### config.mk
export PLATFORM = sky130hd
export DESIGN_NAME = axi_xbar_cfg_ctrl
export DESIGN_NICKNAME = d
export VERILOG_FILES = /design/src/rtl/axi_xbar_cfg_ctrl.sv
export SDC_FILE = /design/constraint.sdc
export NUM_CORES = 1
export LEC_CHECK = 0
export ABC_AREA = 1
export BUFFER_PORTS_ARGS = -buffer_cell sky130_fd_sc_hd__buf_2
export CORE_ASPECT_RATIO = 0.6
export CORE_MARGIN = 5
export CORE_UTILIZATION = 40
export CTS_BUF_LIST = sky130_fd_sc_hd__clkbuf_2 sky130_fd_sc_hd__clkbuf_4 sky130_fd_sc_hd__clkbuf_8
export CTS_CLUSTER_DIAMETER = 150
export CTS_CLUSTER_SIZE = 10
export DETAILED_ROUTE_END_ITERATION = 8
export GPL_ROUTABILITY_DRIVEN = 0
export PLACE_DENSITY_LB_ADDON = 0.05
export SLEW_MARGIN = 40
export SYNTH_ARGS = -nofsm -noshare
export SYNTH_HDL_FRONTEND = slang
export SYNTH_SLANG_ARGS = --single-unit
### constraint.sdc
create_clock -name clk_i -period 3.1 [get_ports clk_i]
set_clock_uncertainty 0.1 [all_clocks]
set_input_delay 0.31 -clock clk_i [delete_from_list [all_inputs] [get_ports clk_i]]
set_output_delay 0.31 -clock clk_i [all_outputs]
set_load 0.05 [all_outputs]
### src/rtl/axi_xbar_cfg_ctrl.sv
// ---------------------------------------------------------------------------
// axi_xbar_cfg_ctrl
//
// Run-time reconfiguration controller for the default-master-port settings of
// axi_xbar. It sits on the AW/AR valid/ready lines between the upstream
// masters and the crossbar slave ports, counts outstanding write and read
// transactions per slave port, and on a configuration request stalls new
// address beats, waits until everything in flight has completed, and then
// updates en_default_mst_port_o / default_mst_port_o in a single cycle.
//
// Optional feature (compile-time macro):
//   AXI_XBAR_CFG_CTRL_TIMEOUT_EN - bounds the drain phase to TimeoutCycles
//   cycles. On expiry the request is dropped (no apply, no done_o pulse) and
//   err_o is set. Without the macro the drain waits indefinitely.
//
// Ports (N = NoSlvPorts, IdxW = $clog2(NoMstPorts)):
//   clk_i, rst_ni            clock, asynchronous active-low reset
//   up_aw_valid_i  [N]       upstream AW valid
//   up_aw_ready_o  [N]       upstream AW ready (gated)
//   up_aw_atop_r_i [N]       AW carries an ATOP that also produces R beats
//   xbar_aw_valid_o[N]       AW valid to the crossbar (gated)
//   xbar_aw_ready_i[N]       AW ready from the crossbar
//   up_ar_valid_i, up_ar_ready_o, xbar_ar_valid_o, xbar_ar_ready_i [N]
//                            AR equivalents of the four AW signals
//   b_valid_i, b_ready_i [N] monitored B handshake
//   r_valid_i, r_ready_i, r_last_i [N]  monitored R handshake
//   cfg_valid_i / cfg_ready_o            configuration request handshake
//   cfg_en_default_i   [N]               requested enables
//   cfg_default_port_i [N*IdxW]          requested default ports
//   en_default_mst_port_o [N]            applied enables
//   default_mst_port_o    [N*IdxW]       applied default ports
//   busy_o                               reconfiguration in progress
//   done_o                               one-cycle pulse on apply
//   err_o                                sticky error flag
// ---------------------------------------------------------------------------
module axi_xbar_cfg_ctrl #(
    parameter int unsigned NoSlvPorts    = 2,
    parameter int unsigned NoMstPorts    = 2,
    parameter int unsigned MaxTrans      = 8,
    parameter logic [NoSlvPorts-1:0] RstEnDefault = '0,
    parameter logic [NoSlvPorts*((NoMstPorts > 1) ? $clog2(NoMstPorts) : 1)-1:0]
                           RstDefaultPort = '0,
    parameter int unsigned TimeoutCycles = 1024
) (
    input  logic                  clk_i,
    input  logic                  rst_ni,

    input  logic [NoSlvPorts-1:0] up_aw_valid_i,
    output logic [NoSlvPorts-1:0] up_aw_ready_o,
    input  logic [NoSlvPorts-1:0] up_aw_atop_r_i,
    output logic [NoSlvPorts-1:0] xbar_aw_valid_o,
    input  logic [NoSlvPorts-1:0] xbar_aw_ready_i,

    input  logic [NoSlvPorts-1:0] up_ar_valid_i,
    output logic [NoSlvPorts-1:0] up_ar_ready_o,
    output logic [NoSlvPorts-1:0] xbar_ar_valid_o,
    input  logic [NoSlvPorts-1:0] xbar_ar_ready_i,

    input  logic [NoSlvPorts-1:0] b_valid_i,
    input  logic [NoSlvPorts-1:0] b_ready_i,
    input  logic [NoSlvPorts-1:0] r_valid_i,
    input  logic [NoSlvPorts-1:0] r_ready_i,
    input  logic [NoSlvPorts-1:0] r_last_i,

    input  logic                  cfg_valid_i,
    output logic                  cfg_ready_o,
    input  logic [NoSlvPorts-1:0] cfg_en_default_i,
    input  logic [NoSlvPorts*((NoMstPorts > 1) ? $clog2(NoMstPorts) : 1)-1:0]
                                  cfg_default_port_i,

    output logic [NoSlvPorts-1:0] en_default_mst_port_o,
    output logic [NoSlvPorts*((NoMstPorts > 1) ? $clog2(NoMstPorts) : 1)-1:0]
                                  default_mst_port_o,
    output logic                  busy_o,
    output logic                  done_o,
    output logic                  err_o
);

    localparam int unsigned IdxW = (NoMstPorts > 1) ? $clog2(NoMstPorts) : 1;
    localparam int unsigned CntW = $clog2(MaxTrans + 1);
    localparam logic [CntW-1:0] MaxCnt = CntW'(MaxTrans);
    localparam logic [CntW+1:0] CntLim = (CntW + 2)'(MaxTrans);
    localparam logic [CntW+1:0] CntOne = (CntW + 2)'(1);

    typedef enum logic [1:0] {
        StIdle,
        StDrain,
        StApply
    } state_e;

    typedef struct packed {
        logic [CntW-1:0] cnt;
        logic            err;
    } cnt_upd_t;

    // Next value of one outstanding counter. inc may be 2 when an AR and an
    // R-producing ATOP are accepted in the same cycle. Underflow holds at 0,
    // overflow saturates at MaxTrans; both raise the error flag.
    function automatic cnt_upd_t cnt_update(input logic [CntW-1:0] cnt,
                                            input logic [1:0]      inc,
                                            input logic            dec);
        cnt_upd_t        res;
        logic [CntW+1:0] sum;
        sum     = {2'b00, cnt} + {{CntW{1'b0}}, inc};
        res.err = 1'b0;
        if (dec) begin
            if (sum == '0) begin
                res.err = 1'b1;
            end else begin
                sum = sum - CntOne;
            end
        end
        if (sum > CntLim) begin
            sum     = CntLim;
            res.err = 1'b1;
        end
        res.cnt = sum[CntW-1:0];
        return res;
    endfunction

    // -----------------------------------------------------------------------
    // State
    // -----------------------------------------------------------------------
    state_e                       state_q;
    logic                         busy_q;
    logic                         done_q;
    logic                         err_q;
    logic                         cfg_ready_q;
    logic [NoSlvPorts-1:0]        shadow_en_q;
    logic [NoSlvPorts*IdxW-1:0]   shadow_port_q;
    logic [NoSlvPorts-1:0]        en_q;
    logic [NoSlvPorts*IdxW-1:0]   port_q;

    logic [CntW-1:0]              wcnt_q [NoSlvPorts];
    logic [CntW-1:0]              rcnt_q [NoSlvPorts];
    logic [CntW-1:0]              wcnt_d [NoSlvPorts];
    logic [CntW-1:0]              rcnt_d [NoSlvPorts];
    logic [NoSlvPorts-1:0]        aw_pend_q;
    logic [NoSlvPorts-1:0]        ar_pend_q;

    logic                         stall;
    logic [NoSlvPorts-1:0]        blk_aw;
    logic [NoSlvPorts-1:0]        blk_ar;
    logic [NoSlvPorts-1:0]        aw_hs;
    logic [NoSlvPorts-1:0]        ar_hs;
    logic [NoSlvPorts-1:0]        b_hs;
    logic [NoSlvPorts-1:0]        r_last_hs;
    logic                         cnt_err;
    logic                         drained;

    // Address beats are held back for the whole reconfiguration, including
    // the apply cycle, so nothing new is routed with half-updated settings.
    assign stall = busy_q;

    // -----------------------------------------------------------------------
    // Valid/ready gating
    // -----------------------------------------------------------------------
    // A beat that was already presented to the crossbar and not yet accepted
    // (pend) is never blocked: withdrawing a valid would violate AXI.
    always_comb begin
        // NOTE: every output of a combinational block gets a default first so
        // that no path leaves it unassigned and infers a latch.
        blk_aw = '0;
        blk_ar = '0;
        for (int i = 0; i < NoSlvPorts; i++) begin
            blk_aw[i] = ~aw_pend_q[i] &
                        (stall | (wcnt_q[i] == MaxCnt) |
                         (up_aw_atop_r_i[i] & (rcnt_q[i] == MaxCnt)));
            blk_ar[i] = ~ar_pend_q[i] & (stall | (rcnt_q[i] == MaxCnt));
        end
    end

    assign xbar_aw_valid_o = up_aw_valid_i   & ~blk_aw;
    assign up_aw_ready_o   = xbar_aw_ready_i & ~blk_aw;
    assign xbar_ar_valid_o = up_ar_valid_i   & ~blk_ar;
    assign up_ar_ready_o   = xbar_ar_ready_i & ~blk_ar;

    assign aw_hs     = xbar_aw_valid_o & xbar_aw_ready_i;
    assign ar_hs     = xbar_ar_valid_o & xbar_ar_ready_i;
    assign b_hs      = b_valid_i & b_ready_i;
    assign r_last_hs = r_valid_i & r_ready_i & r_last_i;

    // -----------------------------------------------------------------------
    // Outstanding counters
    // -----------------------------------------------------------------------
    always_comb begin
        cnt_upd_t w_upd;
        cnt_upd_t r_upd;
        w_upd   = '0;
        r_upd   = '0;
        cnt_err = 1'b0;
        for (int i = 0; i < NoSlvPorts; i++) begin
            w_upd = cnt_update(wcnt_q[i], {1'b0, aw_hs[i]}, b_hs[i]);
            // An R-producing ATOP occupies a read slot as well as a write slot.
            r_upd = cnt_update(rcnt_q[i],
                               {1'b0, ar_hs[i]} + {1'b0, aw_hs[i] & up_aw_atop_r_i[i]},
                               r_last_hs[i]);
            wcnt_d[i] = w_upd.cnt;
            rcnt_d[i] = r_upd.cnt;
            cnt_err   = cnt_err | w_upd.err | r_upd.err;
        end
    end

    always_comb begin
        drained = ~(|aw_pend_q) & ~(|ar_pend_q);
        for (int i = 0; i < NoSlvPorts; i++) begin
            if ((wcnt_q[i] != '0) || (rcnt_q[i] != '0)) begin
                drained = 1'b0;
            end
        end
    end

    // NOTE: sequential state is always updated with non-blocking assignments
    // so every register samples the pre-edge value of its inputs.
    always_ff @(posedge clk_i or negedge rst_ni) begin
        if (!rst_ni) begin
            // NOTE: the counter arrays steer the gating, so every element is
            // reset explicitly rather than treated as uninitialised storage.
            for (int i = 0; i < NoSlvPorts; i++) begin
                wcnt_q[i] <= '0;
                rcnt_q[i] <= '0;
            end
            aw_pend_q <= '0;
            ar_pend_q <= '0;
        end else begin
            for (int i = 0; i < NoSlvPorts; i++) begin
                wcnt_q[i] <= wcnt_d[i];
                rcnt_q[i] <= rcnt_d[i];
            end
            aw_pend_q <= xbar_aw_valid_o & ~xbar_aw_ready_i;
            ar_pend_q <= xbar_ar_valid_o & ~xbar_ar_ready_i;
        end
    end

    // -----------------------------------------------------------------------
    // Reconfiguration FSM (registered outputs)
    // -----------------------------------------------------------------------
`ifdef AXI_XBAR_CFG_CTRL_TIMEOUT_EN
    localparam int unsigned TmoW = (TimeoutCycles > 1) ? $clog2(TimeoutCycles) : 1;
    localparam logic [TmoW-1:0] TmoLast = TmoW'(TimeoutCycles - 1);
    logic [TmoW-1:0] tmo_q;
`else
    logic unused_tmo;
    assign unused_tmo = ^TimeoutCycles;
`endif

    always_ff @(posedge clk_i or negedge rst_ni) begin
        if (!rst_ni) begin
            state_q       <= StIdle;
            busy_q        <= 1'b0;
            done_q        <= 1'b0;
            err_q         <= 1'b0;
            cfg_ready_q   <= 1'b1;
            shadow_en_q   <= '0;
            shadow_port_q <= '0;
            en_q          <= RstEnDefault;
            port_q        <= RstDefaultPort;
`ifdef AXI_XBAR_CFG_CTRL_TIMEOUT_EN
            tmo_q         <= '0;
`endif
        end else begin
            done_q <= 1'b0;
            err_q  <= err_q | cnt_err;
            case (state_q)
                StIdle: begin
                    if (cfg_valid_i) begin
                        shadow_en_q   <= cfg_en_default_i;
                        shadow_port_q <= cfg_default_port_i;
                        state_q       <= StDrain;
                        busy_q        <= 1'b1;
                        cfg_ready_q   <= 1'b0;
`ifdef AXI_XBAR_CFG_CTRL_TIMEOUT_EN
                        tmo_q         <= '0;
`endif
                    end
                end
                StDrain: begin
                    if (drained) begin
                        state_q <= StApply;
                        done_q  <= 1'b1;
`ifdef AXI_XBAR_CFG_CTRL_TIMEOUT_EN
                    end else if (tmo_q == TmoLast) begin
                        // Give up: keep the old settings and flag the error.
                        state_q     <= StIdle;
                        busy_q      <= 1'b0;
                        cfg_ready_q <= 1'b1;
                        err_q       <= 1'b1;
                    end else begin
                        tmo_q <= tmo_q + 1'b1;
`endif
                    end
                end
                StApply: begin
                    en_q        <= shadow_en_q;
                    port_q      <= shadow_port_q;
                    state_q     <= StIdle;
                    busy_q      <= 1'b0;
                    cfg_ready_q <= 1'b1;
                end
                default: begin
                    state_q     <= StIdle;
                    busy_q      <= 1'b0;
                    cfg_ready_q <= 1'b1;
                end
            endcase
        end
    end

    assign cfg_ready_o           = cfg_ready_q;
    assign busy_o                = busy_q;
    assign done_o                = done_q;
    assign err_o                 = err_q;
    assign en_default_mst_port_o = en_q;
    assign default_mst_port_o    = port_q;

endmodule
After elaboration in Yosys (flattened, before gate mapping). Cells that the tools add are included.

Reduce and logical (&&, ||, !) cells: 16. Magnitude comparators: 4. Add/subtract/negate cells: 10. Bitwise logic cells: 41. Mux-type cells: 35. Equality and inequality tests: 8.

Operators with widths (number): 2-to-1 mux 6 bit (8); > comparator 6 x 4 -> 1 bit (second input constant) (4); logical NOT 6 bit (4); subtractor 5 x 1 -> 6 bit (second input constant) (4); bitwise AND 2 bit (11); 2-to-1 mux 1 bit (18); equality test 4 bit (second input constant) (4); 2-to-1 mux 4 bit (4); nonzero test 4 bit (4); adder 4 x 1 -> 5 bit (2); adder 4 x 2 -> 5 bit (2); OR 1 bit (10); bitwise AND 1 bit (9); NOT 2 bit (4); NOT 1 bit (7); AND reduction 2 bit (3); adder 1 x 1 -> 2 bit (2); 2-to-1 mux 2 bit (2); inequality test 2 bit (second input constant) (2); one-hot mux 1 bit (2 select lines) (2); one-hot mux 2 bit (2 select lines) (1); OR reduction 2 bit (2); equality test 2 x 1 -> 1 bit (second input constant) (1); equality test 2 bit (second input constant) (1); 2 further kinds (3).

Output and inout bits: 16. Input bits: 27. Register bits after elaboration: 34.

Depth between registers and ports, before layout. Gate-level depths: netlist (run 1).

Depth after elaboration: 19. Depth in mapped cells: 24. Depth with buffers taken out: 24.

Worst setup path before layout (run 1). No wires, ideal clock.

Path kind: reg2reg. From: register busy_q, in the netlist busy_o. To: register err_q, in the netlist err_o. Library setup time: 119 ps. Required time: 2881 ps. Buffers on the path: 0. Clock period less this slack: 3656 ps. Path slack: -556 ps. Data arrival time: 3438 ps. Stages on the path, launching flop included: 20. Path through: dfrtp_1 inv_1 a21oi_1 nor2_1 nand2_1 fa_1 inv_1 ha_1 inv_1 ha_1 a21boi_0 nand3_1 nand2_1 nand2_1 nand2_1 nand3_1 nand2_1 nand2_1 inv_1 nand2_1.

RTL lines: start, declared (line 125) `logic busy_q;`; start signal, assigned (line 250) `busy_q <= 1'b0;`; start signal, assigned (line 270) `busy_q <= 1'b1;`; start signal, assigned (line 297) `busy_q <= 1'b0;`; OR 1 bit * (line 169) `blk_ar[i] = ~ar_pend_q[i] & (stall | (rcnt_q[i] == MaxCnt));`; bitwise AND 1 bit * (line 169); NOT 2 bit * (line 175) `assign xbar_ar_valid_o = up_ar_valid_i & ~blk_ar;`; bitwise AND 2 bit * (line 175); via xbar_ar_valid_o[1] (line 56) `output logic [NoSlvPorts-1:0] xbar_ar_valid_o,`; bitwise AND 2 bit * (line 179) `assign ar_hs = xbar_ar_valid_o & xbar_ar_ready_i;`; adder 1 x 1 -> 2 bit * (line 196) `{1'b0, ar_hs[i]} + {1'b0, aw_hs[i] & up_aw_atop_r_i[i]},`; adder 4 x 2 -> 5 bit * (line 104) `sum = {2'b00, cnt} + {{CntW{1'b0}}, inc};`; subtractor 5 x 1 -> 6 bit / logical NOT 6 bit (equally long branches) (line 110, 107); 2-to-1 mux 6 bit (line 107) `if (sum == '0) begin`; 2-to-1 mux 6 bit (line 106) `if (dec) begin`; > comparator 6 x 4 -> 1 bit (line 113) `if (sum > CntLim) begin`; 2-to-1 mux 1 bit * (line 113); OR 1 bit * (line 200) `cnt_err = cnt_err | w_upd.err | r_upd.err;`; OR 1 bit * (line 263) `err_q <= err_q | cnt_err;`; end signal, assigned (line 263); end, declared (line 127) `logic err_q;`.

Mark *: on every way through the listed nets, which the timed path passes. The rest lies on a longest branch. A chain may end at the register's enable or synchronous reset.

Worst setup path in the final report (run 1).
From: register busy_q, in the netlist busy_o. To: register err_q, in the netlist err_o.

Word-level cells in the longest chain between the ends: 18.

RTL lines: OR 1 bit (2 in a row) (line 167) `(stall | (wcnt_q[i] == MaxCnt) |`; bitwise AND 1 bit (line 166) `blk_aw[i] = ~aw_pend_q[i] &`; NOT 2 bit (line 173) `assign xbar_aw_valid_o = up_aw_valid_i & ~blk_aw;`; bitwise AND 2 bit (line 173); bitwise AND 2 bit (line 178) `assign aw_hs = xbar_aw_valid_o & xbar_aw_ready_i;`; bitwise AND 1 bit (line 196); adder 1 x 1 -> 2 bit (line 196); adder 4 x 2 -> 5 bit (line 104); subtractor 5 x 1 -> 6 bit / logical NOT 6 bit (equally long branches) (line 110, 107); 2-to-1 mux 6 bit (line 107); 2-to-1 mux 6 bit (line 106); > comparator 6 x 4 -> 1 bit (line 113); 2-to-1 mux 1 bit (line 113); OR 1 bit (2 in a row) (line 200); OR 1 bit * (line 200); OR 1 bit * (line 263).

Every way passes the cells marked *; elsewhere a longest branch is shown, timed or not.

==> out/metrics.cfg, run 1 <==
[worst_setup_path]
path_cells=buf_6 > a21oi_2 > o21ai_2 > nand2_1 > nand2_2 > nor2_4 > nand2_2 > fa_2 > inv_2 > ha_4 > nor2_4 > nand3_2 > nor2_4 > nand2_2 > nand2_2 > nand3_1 > nor2_1 > nand2_1 > nand2_1 > nand2_1 > nor2_1 > nand2_1
r2r_cells=22
reg2reg_from=busy_o
crit_arrival_ps=3110
cp_slowest_cell=dfrtp_2
reg2reg_to=err_o
cp_data_required_time_ps=3170
cp-start-kind=flop
crit_path_end_kind=flop
cpPeakStageDelay_ps=420
crit_top_cell=nand2_1
crit_path_start=busy_o
cp-endpoint=err_o
r2r_slack_ps=60
cp_max_fo=3
worstSetupPathType=reg -> reg

[synthesis]
synth_ff_type=dfrtp_1
netlist_area_um2=2320
synth_seq_cells=34
synth_cell_types=28
ys_top_cells_by_area=dfrtp_1 36%, nand2_1 16%, inv_1 10%
syn_area_per_cell_um2=6.69
yosys-top-cells-count=98 x nand2_1, 63 x inv_1, 46 x nor2_1, 33 x dfrtp_1, 32 x nand3_1
synthCells=347
seq_area_frac_synth=0.367
yosysMostFrequentCell=nand2_1
synth_top_area_cell=dfrtp_1
yosysTopAreaCellShare=0.356
async_reset_ff_frac=1.00
yosysWarnings=0
synth_edf_count=0
syn_nets=385

[timing]
setup_violations=0
rsz0062_at_grt=yes
worst_pin_slew_ps=434
tns_ps=0
slew_headroom=0.711
hold_viol_final=0
finalCritPeriodShare=0.981
fmax_ghz=0.329
fin_crit_ps=3040
slew_viol_final=0
holdWs_ps=85.6

[final_layout]
antenna_cells=0
drive_above_1_share=0.371
syn_to_final_growth_pct=44.8
final_nets=485

[cts]
cts_num_sinks=34
clk_latency_ps=290
cts_buffers=5
clock_path_buffers=2
htree_num_levels=2
cts_tree=done
clk_pin_slew_ps=80
cts_root_buf=clkbuf_8

[die]
dieHeight_um=69.0
fp.dieArea_um2=7470
num_rows=21
core_um2=5600
chipWidth_um=108
ios=43
initial_core_util=0.414

[grt]
overflow=0
grt_pass1_wl_um=9480
grt.total_usage=0.164
grt_antenna_before_repair=0
grt_start_max_net_pins=35
grt_pass1_vias=2098

[detailed_routing]
ant_nets=0
routedWlPerCell_um=11.8
drcViolationCount=0
avgViaCountPerCell=4.59
firstDrtPassIters=4
drt-initial-drc-count=103
routed_wl_um=6210
via_count=2425

[job]
cap_violations=0

[run_status]
status=finished clean

[power_and_ir_drop]
powerDensity_nw_per_um2=974
peakVddDrop_mv=0.323
p_leak_nw=1.83

[placed_design]
dp_hpwl_um=4710
portBuffers=42

[min_path]
holdCritPathClass=in -> reg

area by class of cell:
cell class                      count  area, um^2
Sequential cell                    34         853
Clock buffer                        5        68.8
Fill cell                         543        2240
Tap cell                           80         100
Clock inverter                      3        45.0
Multi-Input combinational cell    248        1450
Inverter                           65         244
Timing Repair Buffer               93         602
through the flow:
step	instance area, um^2	worst slack, ps	power (mW)	cells	util
floorplan	2340	9.85	1.88	347	-
global placement	2900	-127	2.48	502	0.518
detailed placement	2900	-210	2.50	502	0.518
CTS	3080	7.12	3.01	515	0.551
global route	3360	-166	3.56	528	0.600
finish	3360	57.5	3.27	528	0.600
worst max-delay path: cells and delay by family (launching register included):
kind | cells | cell delay (ps)
and+or+nand+nor | 16 | 1480
adders and majority gates | 2 | 570
DFF | 1 | 420
buffers and inverters | 2 | 200
AOI/OAI and AO/OA | 2 | 170
cell families after synthesis:
group | synth area share
and+or+nand+nor | 0.373
xor gates and xnor gates | 0.0189
adders and majority gates | 0.0658
DFF | 0.367
buffers and inverters | 0.105
AOI/OAI and AO/OA | 0.0696
placed cells by master, fill, tap and decap left out, types with 4 or more instances in the layout:
cell,instances
nor3_1,5
nor2_2,10
ha_4,4
clkbuf_8,5
nor2_1,35
nand2_1,85
a21oi_1,9
nand3_1,26
dfrtp_1,32
inv_2,5
buf_2,41
buf_4,50
nand2_2,18
ha_1,4
nand4_1,4
nand3_2,7
nor2_4,8
o21ai_0,6
inv_1,59
state kept, by name, summed over array words and instances (netlist names):
signal,flops
cfg_ready_o,1
err_o,1
rcnt_q,8
default_mst_port_o,2
wcnt_q,8
ar_pend_q,2
shadow_en_q,2
state_q,2
busy_o,1
aw_pend_q,2
shadow_port_q,2
en_default_mst_port_o,2
done_o,1
report_power, final:
group          internal [mW]  switching, mW
registers              0.611         0.0940
clock network          0.239          0.171
logic                  0.886           1.27
worst min-delay path by stage:
stage	from	to	slack [ps]	cells past startpoint
2_1_floorplan	rst_ni	ar_pend_q[0]	-90	0
3_3_place_gp	rst_ni	rcnt_q[5]	320	1
3_5_place_dp	rst_ni	rcnt_q[5]	320	1
4_1_cts	rst_ni	en_default_mst_port_o[0]	7	1
5_1_grt	xbar_aw_ready_i[1]	aw_pend_q[1]	80	2
6_report	xbar_aw_ready_i[1]	aw_pend_q[1]	90	2
layer usage:
layer / GRT usage / part of all wire / vias up
met5: 0 / 0 / -
met1: 0.249 / 0.51 / 1083
met4: 0.0315 / 0.0027 / 0
met3: 0.0372 / 0.063 / 2
li1: - / - / 1291
met2: 0.236 / 0.42 / 49
what timing repair did:
action,4_1_cts,5_1_grt
gates resized for setup,15,42
hold endpoints to repair,0,33
endpoints found under the setup margin,4,10
pin swaps,9,30
buffers inserted,5,12
hold buffers,0,1
Note: power is estimated with default switching activity, not from simulation.
==> inputs of run 2 (changes only) <==
Clock period 3.1 ns to 2.8 ns, I/O delays scaled along.
==> out/metrics.cfg, run 2 (same netlist as run 1, synthesis figures left out) <==
[power_and_ir_drop]
p_leak_nw=2.04  ; +12%
powerDensity_nw_per_um2=1100  ; +12%
power.internal_mw=2.32  ; +34%
p_seq_frac=0.185  ; -0.030
swShare=0.454  ; -0.0153
combinationalPowerShare=0.728  ; +0.069
switchingPower_mw=1.93  ; +26%
clkPwrFrac=0.087  ; -0.038
finalPower_mw=4.24  ; +30%
peakVddDrop_mv=0.496  ; +53%

[worst_setup_path]
crit_family=simple AND/OR/NAND/NOR gates
cp_max_fo=2  ; -1
worstSetupPathType=reg -> reg
worstPathBufferInverterCount=5  ; +3
cpPeakStageDelay_ps=390  ; -30 ps
cp-start-kind=flop
cp_data_required_time_ps=2890  ; -280 ps
crit_path_end_kind=flop
cp_slowest_cell=dfrtp_1
crit_arrival_ps=3130  ; +20 ps
path_cells=inv_2 > nor2_2 > a21oi_2 > o21ai_2 > nand2_1 > nand2_2 > nor2_4 > nand2_2 > fa_2 > inv_2 > ha_4 > nor2_4 > nand3_4 > nor2_4 > nand3_2 > nand2_2 > inv_1 > nor2_1 > nand2_1 > buf_4 > buf_6 > a22oi_2

[detailed_routing]
routedWlPerCell_um=11.6  ; -1.1%
met2_length_um=2930  ; +11%
firstDrtPassIters=4  ; unchanged
routed_wl_um=6570  ; +5.8%
drcViolationCount=0  ; unchanged
avgViaCountPerCell=4.50  ; -2.0%
via_count=2544  ; +4.9%
topRoutingLayerUsed=met4
drt-initial-drc-count=93  ; -9.7%
ant_nets=0  ; unchanged
met3_length_um=241  ; -38%
met1_length_um=3350  ; +5.6%

[die]
num_rows=21  ; unchanged
chipWidth_um=108  ; unchanged
dieHeight_um=69.0  ; unchanged
core_um2=5600  ; unchanged
initial_core_util=0.414  ; unchanged
fp.dieArea_um2=7470  ; unchanged
ios=43  ; unchanged

[grt]
overflow=0  ; unchanged
grt_start_max_net_pins=35  ; unchanged
grt_pass1_vias=2290  ; +9.2%
grt.total_usage=0.176  ; +0.0126
grt_antenna_before_repair=0  ; unchanged
grt_pass1_wl_um=10300  ; +8.2%

[timing]
hold_viol_final=0  ; unchanged
tns_ps=-892  ; -892 ps
rsz0062_at_grt=yes
fin_crit_ps=3030  ; -8.60 ps
setup_violations=8  ; +8
slew_viol_final=0  ; unchanged
worst_pin_slew_ps=416  ; -18.1 ps
slew_headroom=0.723  ; +0.0121
finalCritPeriodShare=1.08  ; +0.102
fmax_ghz=0.330  ; +0.28%
timing.final.ws_setup_ps=-234  ; -291 ps

[final_layout]
antenna_cells=0  ; unchanged
fin_cells=565  ; +7.0%
top_regs=rcnt_q x8, wcnt_q x8
multi_input_area_um2=1670  ; +16%
drive_above_1_share=0.511  ; +0.141
fillers=476  ; -12%
layout_common_cells=81 x buf_4, 72 x nand2_1, 52 x inv_1, 41 x buf_2, 32 x dfrtp_1
layout_commonest_cell=buf_4
final_nets=522  ; +7.6%
fin_area_um2=3870  ; +15%
syn_to_final_growth_pct=67.0
seq_area_um2=853  ; unchanged

[job]
cap_violations=0  ; unchanged

[cts]
cts_buffers=5  ; unchanged
htree_num_levels=2  ; unchanged
clock_path_buffers=2  ; unchanged
cts_tree=done
cts_root_buf=clkbuf_8
clk_latency_ps=280  ; about the same
clk_pin_slew_ps=70  ; about the same
cts_num_sinks=34  ; unchanged

[run_status]
failed_checks=negative setup slack
status=finished with violations

[placed_design]
postPlaceCellArea_um2=3180  ; +9.6%
place_inst=531  ; +5.8%
dp_hpwl_um=4860  ; +3.2%
portBuffers=42  ; unchanged
place_ws_ps=-402  ; -192 ps

[min_path]
holdCritPathClass=in -> reg

run 2: cell types whose count changed in the layout (fill, tap and decap cells not counted), sizes merged:
cell	change
clkbuf	+3
clkinvlp	-2
buf	+37
bufinv	-1
run 2: path summary, 6_finish.rpt:
check	start	to	slack, ps	cells after the start
max in group asynchronous	rst_ni	cfg_ready_o	1890	2
min reg2reg	cfg_ready_o	cfg_ready_o	360	2
max reg2reg	wcnt_q[7]	rcnt_q[4]	-230	22
max	wcnt_q[7]	rcnt_q[4]	-230	22
min	xbar_aw_ready_i[1]	aw_pend_q[1]	60	2
min in group asynchronous	rst_ni	ar_pend_q[1]	380	2
run 2: what timing repair did:
item | CTS | global route
buffers inserted | 12 | 14
hold endpoints to repair | 33 | 0
hold buffers | 1 | 0
pin swaps | 20 | 43
endpoints found under the setup margin | 14 | 15
resized for setup | 36 | 72
run 2: layout make-up:
| class | count | area share |
|---|---|---|
| inverters | 65 | 0.0656 |
| flip-flops and latches | 34 | 0.220 |
| clock buffers | 8 | 0.0236 |
| repair buffers | 130 | 0.233 |
| multi-input cells | 248 | 0.432 |
| well taps | 80 | 0.0258 |
run 2: per-stage QoR:
step            util  hold WS, ps
6_report       0.692         56.6
3_3_place_gp   0.567          288
2_1_floorplan      -         -116
3_5_place_dp   0.567          292
5_1_grt        0.692         54.8
4_1_cts        0.626         47.2
run 2: per-layer routing:
metal  up-vias  global-route usage
met5         -                   0
met4         0              0.0409
met3         5              0.0270
met2        38               0.266
met1      1149               0.265
li1       1352                   -
run 2: power by group through the flow:
stage               Clock, mW  Sequential [mW]  Combinational [mW]
floorplan                   0            0.949                1.20
global placement            0            0.766                2.31
detailed placement          0            0.770                2.32
CTS                     0.378            0.777                2.59
global route            0.399            0.809                3.37
finish                  0.369            0.785                3.09
==> inputs of run 3 (changes only) <==
Settings changed: ABC_AREA 1 to 0.
==> out/metrics.cfg, run 3 <==
[synthesis]
seq_area_frac_synth=0.367  ; -0.000396
synth_top_area_cell=dfrtp_1
ys_top_cells_by_area=dfrtp_1 36%, ha_1 4.8%, mux2_2 4.4%
async_reset_ff_frac=1.00  ; unchanged
synth-xor-area-share=0.0409  ; +0.0221
yosysTopAreaCellShare=0.356  ; -0.000384
yosys-top-cells-count=33 x dfrtp_1, 25 x nor2_1, 14 x a21oi_1, 14 x inv_1, 13 x nand2_1
synth_mux_area_frac=0.0480  ; +0.0480
synth_seq_cells=34  ; unchanged
synth_compound_area_frac=0.171  ; +0.101
yosys.area_share.simple=0.273  ; -0.100
synthAdderAreaFrac=0.0657  ; -0.0000709
synth_ff_type=dfrtp_1
syn_area_per_cell_um2=9.04  ; +35%
yosysWarnings=0  ; unchanged
synth_cell_types=54  ; +93%
yosysMostFrequentCell=dfrtp_1
synth_edf_count=0  ; unchanged
synth_top_family_by_area=simple AND/OR/NAND/NOR gates
synthCells=257  ; -26%
syn_nets=295  ; -23%
netlist_area_um2=2320  ; +0.11%

[timing]
fin_crit_ps=3400  ; +368 ps
setup_violations=14  ; +6
slew_headroom=0.691  ; -0.0317
worst_pin_slew_ps=459  ; +42.7 ps
rsz0062_at_grt=yes
timing.final.ws_setup_ps=-602  ; -368 ps
tns_ps=-4760  ; -3870 ps
slew_viol_final=0  ; unchanged
finalCritPeriodShare=1.21  ; +0.131
hold_viol_final=0  ; unchanged
fmax_ghz=0.294  ; -11%

[die]
initial_core_util=0.415  ; +0.000447
num_rows=21  ; unchanged
ios=43  ; unchanged
chipWidth_um=108  ; about the same
fp.dieArea_um2=7480  ; about the same
dieHeight_um=69.0  ; about the same
core_um2=5600  ; unchanged

[worst_setup_path]
worstPathBufferInverterCount=1  ; -4
cp_slowest_cell=or4_1
worstSetupPathType=reg -> reg
cpPeakStageDelay_ps=410  ; +20 ps
crit_path_end_kind=flop
cp_data_required_time_ps=2850  ; -40 ps
reg2reg_to=err_o
path_cells=nor3_2 > and2_4 > a221oi_2 > nor2_2 > nor2b_4 > nand3_2 > fa_2 > inv_2 > ha_4 > nand2b_4 > o311a_1 > a311oi_2 > a41o_1 > a41oi_2 > or4_1
worstSetupPathDepth=15  ; -32%
r2r_slack_ps=-600  ; -370 ps
crit_arrival_ps=3450  ; +320 ps
cp-start-kind=flop
reg2reg_from=rcnt_q[0]
cp_max_fo=4  ; +2
r2r_cells=15  ; -32%
crit_family=compound AO/OA/AOI/OAI gates

[final_layout]
drive_above_1_share=0.557  ; +0.0456
antenna_cells=0  ; unchanged
layout_commonest_cell=buf_4
layout_common_cells=87 x buf_4, 41 x buf_2, 32 x dfrtp_1, 20 x nor2_1, 12 x nand2_1
final_nets=432  ; -17%
multi_input_area_um2=1750  ; +4.5%
fillers=434  ; -8.8%
seq_area_um2=853  ; unchanged
fin_area_um2=3820  ; -1.4%
top_regs=rcnt_q x8, wcnt_q x8
syn_to_final_growth_pct=64.5

[grt]
grt_start_max_net_pins=35  ; unchanged
overflow=0  ; unchanged
grt_pass1_wl_um=10300  ; +0.47%
grt_pass1_vias=2302  ; +0.52%
grt.total_usage=0.169  ; -0.00712
grt_antenna_before_repair=0  ; unchanged

[detailed_routing]
drcViolationCount=0  ; unchanged
ant_nets=0  ; unchanged
routed_wl_um=6290  ; -4.3%
via_count=2355  ; -7.4%
avgViaCountPerCell=4.96  ; +10%
routedWlPerCell_um=13.2  ; +14%
firstDrtPassIters=4  ; unchanged
drt-initial-drc-count=72  ; -23%

[min_path]
hold_end=ar_pend_q[0]
worst_hold_path.num_cells=2  ; unchanged
worstHoldStart=xbar_ar_ready_i[0]
holdCritPathClass=in -> reg

[cts]
cts_root_buf=clkbuf_8
cts_buffers=5  ; unchanged
htree_num_levels=2  ; unchanged
clock_path_buffers=2  ; unchanged
cts_tree=done
clk_pin_slew_ps=70  ; about the same
clk_latency_ps=270  ; about the same
cts_num_sinks=34  ; unchanged

[placed_design]
dp_hpwl_um=4780  ; -1.8%
portBuffers=42  ; unchanged
postPlaceCellArea_um2=3300  ; +4.0%
place_ws_ps=-731  ; -329 ps

[power_and_ir_drop]
powerDensity_nw_per_um2=1050  ; -3.9%
peakVddDrop_mv=0.600  ; +21%
p_leak_nw=1.79  ; -12%

[job]
cap_violations=0  ; unchanged

[run_status]
failed_checks=negative setup slack
status=finished with violations

-- run 3: changes by cell type in the layout (fill, tap and decap cells not counted), sizes merged, moves of 7 or more --
cell / before / now
nand2: 103 / 13
nand3: 33 / 8
and2: 0 / 13
nand2b: 0 / 7
nor2: 53 / 25
inv: 64 / 14
nor2b: 0 / 10
mux2: 0 / 9
-- run 3: layer usage --
metal	vias up	track usage	routed length [um]
met5	-	0	0
met4	0	0.0224	11
met3	2	0.0466	260
met2	35	0.262	2770
met1	1112	0.241	3240
li1	1206	-	-
-- run 3: where the power goes --
part | switching, mW | leakage (nW) | internal, mW | total (mW)
registers | 0.112 | 0.434 | 0.671 | 0.782
clock network | 0.167 | 0.0593 | 0.286 | 0.453
logic | 1.36 | 1.30 | 1.42 | 2.79
total | 1.64 | 1.79 | 2.38 | 4.02
-- run 3: final cells by class --
cell class / instances / share of cell area
clock buffers: 7 / 0.0219
inverters: 14 / 0.0151
well taps: 80 / 0.0262
flip-flops and latches: 34 / 0.223
repair buffers: 136 / 0.248
clock inverters: 1 / 0.00786
multi-input cells: 203 / 0.458
-- run 3: worst max-delay path by stage --
stage               from    end  slack [ps]
6_report       rcnt_q[0]  err_o        -600
5_1_grt        rcnt_q[0]  err_o        -750
3_3_place_gp   rcnt_q[1]  err_o        -750
3_5_place_dp   rcnt_q[0]  err_o        -730
2_1_floorplan  rcnt_q[3]  err_o        -710
4_1_cts        rcnt_q[0]  err_o        -580
-- run 3: worst register-to-register path, delay by kind of cell, from the launching register on --
family / cells / cell delay [ps]
AOI/OAI and AO/OA: 5 / 1090
buffers and inverters: 1 / 70
DFF: 1 / 370
adders and majority gates: 2 / 560
and+or+nand+nor: 7 / 1080
-- run 3: kinds of logic (layout without fill, tap and decap cells) --
family,after synthesis,in the layout
simple gates,115,115
flops,34,34
xor+xnor,10,10
buf+inv,20,158
fa+ha+maj,11,11
mux,10,10
compound gates,57,57
-- run 3: timing repair --
item / 4_1_cts / 5_1_grt
endpoints found under the hold margin: 33 / 0
endpoints found under the setup margin: 15 / 16
buffers inserted: 11 / 9
pin swaps: 23 / 16
hold buffers: 1 / 0
cloned: 0 / 0
resized for setup: 34 / 22
-- run 3: stage by stage --
| step | std cells | util | power, mW | hold WS, ps |
|---|---|---|---|---|
| 3_3_place_gp | 448 | 0.590 | 3.06 | 287 |
| 2_1_floorplan | 257 | - | 2.18 | -116 |
| 5_1_grt | 475 | 0.683 | 4.31 | 58.8 |
| 4_1_cts | 467 | 0.653 | 3.83 | 61.3 |
| 3_5_place_dp | 448 | 0.590 | 3.07 | 285 |
| 6_report | 475 | 0.683 | 4.02 | 71.7 |
